File: config.mk
export PLATFORM = sky130hd
export DESIGN_NAME = ca_code_nco_mc
export DESIGN_NICKNAME = d
export VERILOG_FILES = /design/src/rtl/ca_code_pkg.sv /design/src/rtl/ca_code_gen.sv /design/src/rtl/ca_code_nco_mc.sv
export SDC_FILE = /design/constraint.sdc
export NUM_CORES = 2
export LEC_CHECK = 0
export CELL_PAD_IN_SITES_DETAIL_PLACEMENT = 1
export CELL_PAD_IN_SITES_GLOBAL_PLACEMENT = 1
export CORE_MARGIN = 8
export CORE_UTILIZATION = 44
export CTS_BUF_LIST = sky130_fd_sc_hd__clkbuf_4
export CTS_CLUSTER_SIZE = 40
export DETAILED_ROUTE_END_ITERATION = 10
export PLACE_DENSITY = 0.8
export SYNTH_ARGS = -nofsm -noshare
export SYNTH_HDL_FRONTEND = slang
export SYNTH_SLANG_ARGS = --single-unit
File: constraint.sdc
create_clock -name clk -period 5.15 [get_ports clk]
set_clock_uncertainty 0.15 [all_clocks]
set_input_delay 1.03 -clock clk [delete_from_list [all_inputs] [get_ports clk]]
set_output_delay 1.03 -clock clk [all_outputs]
set_load 0.005 [all_outputs]
File: src/rtl/ca_code_pkg.sv
// rtl/ca_code_pkg.sv - C/A code constants, G2 tap table, channel config type and chip helper
package ca_code_pkg;

  localparam int CODE_LEN = 1023;
  localparam logic [10:1] LFSR_INIT = 10'h3FF;
  // Feedback masks over stages [10:1]: G1 = 1+x3+x10, G2 = 1+x2+x3+x6+x8+x9+x10
  localparam logic [10:1] G1_POLY = 10'b1000000100;
  localparam logic [10:1] G2_POLY = 10'b1110100110;

  // {tapA, tapB} G2 stage pairs for PRN 1..32, stored at index prn-1
  localparam logic [7:0] G2_TAPS [0:31] = '{
    8'h26, 8'h37, 8'h48, 8'h59, 8'h19, 8'h2A, 8'h18, 8'h29,
    8'h3A, 8'h23, 8'h34, 8'h56, 8'h67, 8'h78, 8'h89, 8'h9A,
    8'h14, 8'h25, 8'h36, 8'h47, 8'h58, 8'h69, 8'h13, 8'h46,
    8'h57, 8'h68, 8'h79, 8'h8A, 8'h16, 8'h27, 8'h38, 8'h49
  };

  typedef struct packed {
    logic [5:0] prn;
    logic       en;
    logic       restart;
  } ch_cfg_t;

  function automatic logic code_chip(input logic [10:1] g1, input logic [10:1] g2,
                                     input logic [5:0] prn);
    logic [7:0] taps;
    code_chip = 1'b0;
    taps      = 8'h00;
    if (prn >= 6'd1 && prn <= 6'd32) begin
      taps      = G2_TAPS[5'(prn - 6'd1)];
      code_chip = g1[10] ^ g2[taps[7:4]] ^ g2[taps[3:0]];
    end
  endfunction

endpackage

File: src/rtl/ca_code_gen.sv
// rtl/ca_code_gen.sv - one channel's G1/G2 Gold code generator with chip counter
// Optional wrap output present only when CA_CODE_NCO_EPOCH_EN is defined.
module ca_code_gen
  import ca_code_pkg::*;
(
  input  logic       clk,
  input  logic       reset,
  input  logic       advance,
  input  logic       restart,
  input  logic [5:0] prn,
`ifdef CA_CODE_NCO_EPOCH_EN
  output logic       wrap,
`endif
  output logic       chip
);

  logic [10:1] g1, g2, g1_n, g2_n;
  logic [9:0]  chip_cnt, cnt_n;
  logic        at_end;

  assign at_end = (chip_cnt == 10'(CODE_LEN - 1));

  always_comb begin
    g1_n  = g1;
    g2_n  = g2;
    cnt_n = chip_cnt;
    if (restart || (advance && at_end)) begin
      g1_n  = LFSR_INIT;
      g2_n  = LFSR_INIT;
      cnt_n = '0;
    end else if (advance) begin
      g1_n  = {g1[9:1], ^(g1 & G1_POLY)};
      g2_n  = {g2[9:1], ^(g2 & G2_POLY)};
      cnt_n = chip_cnt + 10'd1;
    end
  end

  always_ff @(posedge clk) begin
    if (reset) begin
      g1       <= LFSR_INIT;
      g2       <= LFSR_INIT;
      chip_cnt <= '0;
    end else begin
      g1       <= g1_n;
      g2       <= g2_n;
      chip_cnt <= cnt_n;
    end
  end

  // Chip of the state this update leaves behind, so the top can register it in the same edge
  assign chip = code_chip(g1_n, g2_n, prn);

`ifdef CA_CODE_NCO_EPOCH_EN
  assign wrap = advance & ~restart & at_end;
`endif

endmodule

File: src/rtl/ca_code_nco_mc.sv
// rtl/ca_code_nco_mc.sv - multi-channel NCO-driven C/A code generator with shadowed config
// Defining CA_CODE_NCO_EPOCH_EN adds the per-channel epoch output.
module ca_code_nco_mc
  import ca_code_pkg::*;
#(
  parameter int NUM_CH  = 4,
  parameter int PHASE_W = 32,
  localparam int CH_W   = (NUM_CH > 1) ? $clog2(NUM_CH) : 1
) (
  input  logic               clk,
  input  logic               reset,
  input  logic               dv_in,
  input  logic               cfg_wr,
  input  logic [CH_W-1:0]    cfg_ch,
  input  logic [5:0]         cfg_prn,
  input  logic [PHASE_W-1:0] cfg_freq,
  input  logic               cfg_en,
  input  logic               cfg_restart,
  output logic               dv_out,
`ifdef CA_CODE_NCO_EPOCH_EN
  output logic [NUM_CH-1:0]  epoch,
`endif
  output logic [NUM_CH-1:0]  q
);

  logic [NUM_CH-1:0] q_next;
`ifdef CA_CODE_NCO_EPOCH_EN
  logic [NUM_CH-1:0] wrap_v;
`endif

  for (genvar i = 0; i < NUM_CH; i++) begin : g_ch
    logic [PHASE_W-1:0] acc, freq_r, shd_freq;
    logic [PHASE_W:0]   sum;
    logic [5:0]         prn_r, prn_next;
    logic               en_r, en_next, pending, commit, do_restart, advance, chip;
    ch_cfg_t            shd;

    assign sum        = {1'b0, acc} + {1'b0, freq_r};
    assign commit     = dv_in & pending;
    assign do_restart = commit & shd.restart;
    assign advance    = dv_in & en_r & sum[PHASE_W] & ~do_restart;
    assign prn_next   = commit ? shd.prn : prn_r;
    assign en_next    = commit ? shd.en : en_r;

    always_ff @(posedge clk) begin
      if (reset) begin
        acc      <= '0;
        freq_r   <= '0;
        prn_r    <= 6'd1;
        en_r     <= 1'b0;
        pending  <= 1'b0;
        shd      <= '0;
        shd_freq <= '0;
      end else begin
        if (do_restart) acc <= '0;
        else if (dv_in && en_r) acc <= sum[PHASE_W-1:0];
        if (commit) begin
          prn_r   <= shd.prn;
          freq_r  <= shd_freq;
          en_r    <= shd.en;
          pending <= 1'b0;
        end
        // A write landing on a commit cycle re-arms pending for the following dv_in
        if (cfg_wr && cfg_ch == CH_W'(i)) begin
          shd      <= '{prn: cfg_prn, en: cfg_en, restart: cfg_restart};
          shd_freq <= cfg_freq;
          pending  <= 1'b1;
        end
      end
    end

    ca_code_gen u_gen (
      .clk     (clk),
      .reset   (reset),
      .advance (advance),
      .restart (do_restart),
      .prn     (prn_next),
`ifdef CA_CODE_NCO_EPOCH_EN
      .wrap    (wrap_v[i]),
`endif
      .chip    (chip)
    );

    assign q_next[i] = en_next & chip;
  end

  always_ff @(posedge clk) begin
    if (reset) begin
      dv_out <= 1'b0;
      q      <= '0;
`ifdef CA_CODE_NCO_EPOCH_EN
      epoch  <= '0;
`endif
    end else begin
      dv_out <= dv_in;
      if (dv_in) q <= q_next;
`ifdef CA_CODE_NCO_EPOCH_EN
      epoch  <= dv_in ? wrap_v : '0;
`endif
    end
  end

endmodule

==> summary.txt <==
Finish
  – Most frequent cells in the layout: 1011 x nand2_1, 573 x dfxtp_1, 566 x a21oi_1
  – Most common cell after layout, fill and taps aside: nand2_1
  – Post-layout nets: about 4300
  – Layout fillers: between 8000 and 9000
  – Layout cells sized above 1: between 10% and 20%
  – Fin area: 34500 sq um
  – Area delta synth->final: 11.7%
  – Fin util: about 49%

Synthesis
  – Area share of fa/ha/maj cells after synthesis: between 7 and 8%
  – Synth Area in XOR/XNOR: around 5.3%
  – Number of flops mapped to enable cells by yosys: 0
  – Mux cell area share after synthesis: around 3.6%
  – Top FF cell, synth: dfxtp_1
  – Synth Register Bits: between 500 and 600
  – Post-synthesis compound-gate area fraction: roughly a fifth
  – Cell variety after synth: roughly 110
  – Post-synthesis sequential area ratio: a little under two fifths
  – Main combinational cell family by area after synthesis: simple AND/OR/NAND/NOR gates
  – Async set-reset flop share out of synthesis: 0%
  – Total of warnings raised by yosys: 0
  – Synthesized area per cell: slightly below 8 sq um
  – Post-Synth Simple-Gate Area: 22.2%
  – Post-Syn Area: a little over 30000 sq um
  – Cells after synthesis: 3981
  – Syn_nets: approximately 4200

Placed design
  – Placed inst area: approximately 33000 sq um
  – PortBufs: 50
  – Global placement routability congestion: around 0.89
  – Post-DP HPWL: a little over 60000 um
  – Pre-CTS setup slack: 0.0438 ns

Run status
  – Status: completed

Clocking
  – CTS tree: yes
  – Clk root buf: clkbuf_4
  – Num CTS Buffers: around 160
  – Setup repair bufs after CTS: 0
  – Hold-fix buffers, CTS: 0
  – Clk_lat worst skew: approximately 1 ns
  – Post_cts resized: 0
  – Clk slew on worst S/H paths: 0.06 ns
  – Num Clock Sinks: 573
  – Worst-case clock buffer depth: 3
  – H-tree depth: 4

Worst setup path
  – WP data arrival: 5.43 ns
  – Crit Path Max Fanout: 17
  – Worst reg-to-reg setup slack: roughly 0.48 ns
  – Critical Path Source Type: register
  – Launch point of the worst path: g_ch[1].acc[0]$_SDFFE_PP0P_
  – R2R Path Start: g_ch[1].acc[0]$_SDFFE_PP0P_
  – Crit path top cell by count: o211ai_1
  – Critical path type: register to register
  – CP bufs+invs: 1
  – Cell family with most CP delay: compound AO/OA/AOI/OAI gates
  – Worst-path cell chain: ha_1 > fa_1 > a21o_1 > nand4_1 > a21oi_1 > o21ai_0 > o211ai_1 > a211o_1 > a31oi_4 > buf_4 > mux2i_1 > a22oi_1 > o211ai_1 > nand3_1 > xor2_1 > a22o_1
  – CP endpoint kind: register
  – Biggest cell delay along the critical path: a little over 0.6 ns
  – Worst Path Required: between 5 and 6 ns
  – Worst path slowest cell: a31oi_4

Floorplanning
  – Die Ht: between 200 and 300 um
  – Io pins: slightly above 50
  – Die W: between 200 and 300 um
  – Row count: 97
  – Core area: around 70000 sq um
  – Die area: 79000 sq um
  – Initial Util: 44.3%

Routing
  – First DRT Iteration DRCs: around 1400
  – M1 WL: about 43000 um
  – Drt first pass iters: 5
  – DR WL met3: between 3000 and 4000 um
  – Drt wl/cell: about 18 um
  – Avg Vias per Cell: 5.55
  – ANT nets after route: 0
  – WL final: between 90000 and 100000 um
  – Max layer used: met4
  – Routed wl met2: between 40000 and 50000 um
  – DRC violations left: 0
  – Via count: between 20000 and 30000

Flow run
  – Maxcap violations: 0

Power
  – Peak VDD IR: ~0.2 mV
  – Power per cell area: about 270 nW/um^2
  – Pleak: ~0.014 uW

Timing
  – Fin crit share: approximately 90%
  – Final Setup Violations: 0
  – Final Max Slew Viols: 0
  – Unrepaired setup endpoints after global routing: no
  – Final min period: approximately 4.7 ns
  – PnR worst setup slack: between 0.4 and 0.5 ns
  – Maximum clock rate: roughly 210 MHz
  – Max-Slew Margin vs Limit: 28.2%
  – Post-Route Setup TNS: 0 ns
  – Slew @ Worst Pin: 1.08 ns
  – Fin. Hold Viols: 0

GRT
  – Initial antenna violation count: 3
  – Largest net degree at the start of global routing: about 140
  – Vias in the first global route: around 29000
  – First-pass GRT wire length: 148000 um
  – Gr ovfl total: 0
  – All-Layer GR Usage: a little under a quarter

Hold path
  – Worst hold path class: register to register
  – Min-delay src: g_ch[1].shd_freq[17]$_SDFFE_PP0P_
[tightest hold or removal path, stage by stage, from the launching register on]
cell and delay, ns:
dfxtp_1 0.31, nand2_1 0.05, a21oi_1 0.05
[kinds of logic (layout without fill, tap and decap cells)]
logic type	Yosys count	after routing
flops	573	573
buf+inv	292	492
other cells	0	8
fa+ha+maj	173	173
mux	106	106
compound gates	1067	1067
xor+xnor	182	182
simple gates	1588	1588
[power by group]
part	leakage [uW]	internal (uW)	switching [uW]
Clock	0.00116	2030	2020
Sequential	0.00463	4480	32.8
Combinational	0.00814	230	422
[Yosys cell counts, drive strengths merged, types with 9 or more instances]
cell / n / area share [%]
xor2: 67 / 1.9
o21ai: 124 / 2.0
o211ai: 31 / 0.77
mux2: 18 / 0.67
a31oi: 27 / 0.55
o22ai: 13 / 0.26
dfxtp: 573 / 37
ha: 168 / 6.8
o21a: 22 / 0.53
inv: 66 / 0.80
nand2b: 37 / 0.75
nor3: 38 / 0.63
or3: 23 / 0.47
a21oi: 569 / 9.3
nor3b: 12 / 0.29
a21o: 78 / 1.9
clkbuf: 185 / 2.2
and3: 22 / 0.45
xnor2: 113 / 3.3
nor2: 209 / 2.6
a31o: 9 / 0.26
o31ai: 14 / 0.37
nand2: 1015 / 12
nor2b: 25 / 0.51
nand4: 25 / 0.51
nand3: 93 / 1.5
a211o: 12 / 0.34
o21bai: 24 / 0.58
mux2i: 86 / 2.8
a2111oi: 9 / 0.28
a211oi: 42 / 1.1
or2: 26 / 0.53
buf: 39 / 0.62
and2: 21 / 0.43
a22oi: 9 / 0.22
[metal layers]
metal  vias to the layer above  GRT usage [%]
met2                       491           37.2
met3                       178           4.42
met5                         -              0
met1                     13700           29.1
li1                      14100              -
met4                         0           8.56
[stage by stage]
step	total power (uW)	instances	hold slack [ns]
3_5_place_dp	5260	4848	0.296
6_report	9210	5129	0.262
4_1_cts	9370	5121	0.239
3_3_place_gp	5240	4848	0.288
5_1_grt	9660	5127	0.269
2_1_floorplan	5010	3981	0.282
[path summary, 6_finish.rpt]
| path | end | cells after the start |
|---|---|---|
| setup / recovery | q[1]$_SDFFE_PP0P_ | 16 |
| hold / removal | g_ch[1].freq_r[17]$_SDFFE_PP0P_ | 2 |
| setup reg to reg | q[1]$_SDFFE_PP0P_ | 16 |
| hold reg to reg | g_ch[1].freq_r[17]$_SDFFE_PP0P_ | 2 |
[registers in the layout, summed over array words and instances (netlist names)]
| signal | count |
|---|---|
| q | 4 |
| g_ch.shd_freq | 128 |
| g_ch.shd | 32 |
| g_ch.u_gen.g2 | 40 |
| g_ch.freq_r | 128 |
| g_ch.en_r | 4 |
| g_ch.acc | 128 |
| g_ch.u_gen.chip_cnt | 40 |
| g_ch.pending | 4 |
| g_ch.u_gen.g1 | 40 |
| g_ch.prn_r | 24 |
| dv_out | 1 |
[final cells by class]
type                    instances  area [sq um]  area share [%]
diodes                          8          20.0          0.0580
clock buffers                 224          1680            4.87
clock inverters                49           263           0.761
inverters                      68           255           0.740
multi-input cells            3116         18400            53.2
flip-flops and latches        573         11500            33.2
well taps                     940          1180            3.41
repair buffers                151          1280            3.72
Note: power is estimated with default switching activity, not from simulation.
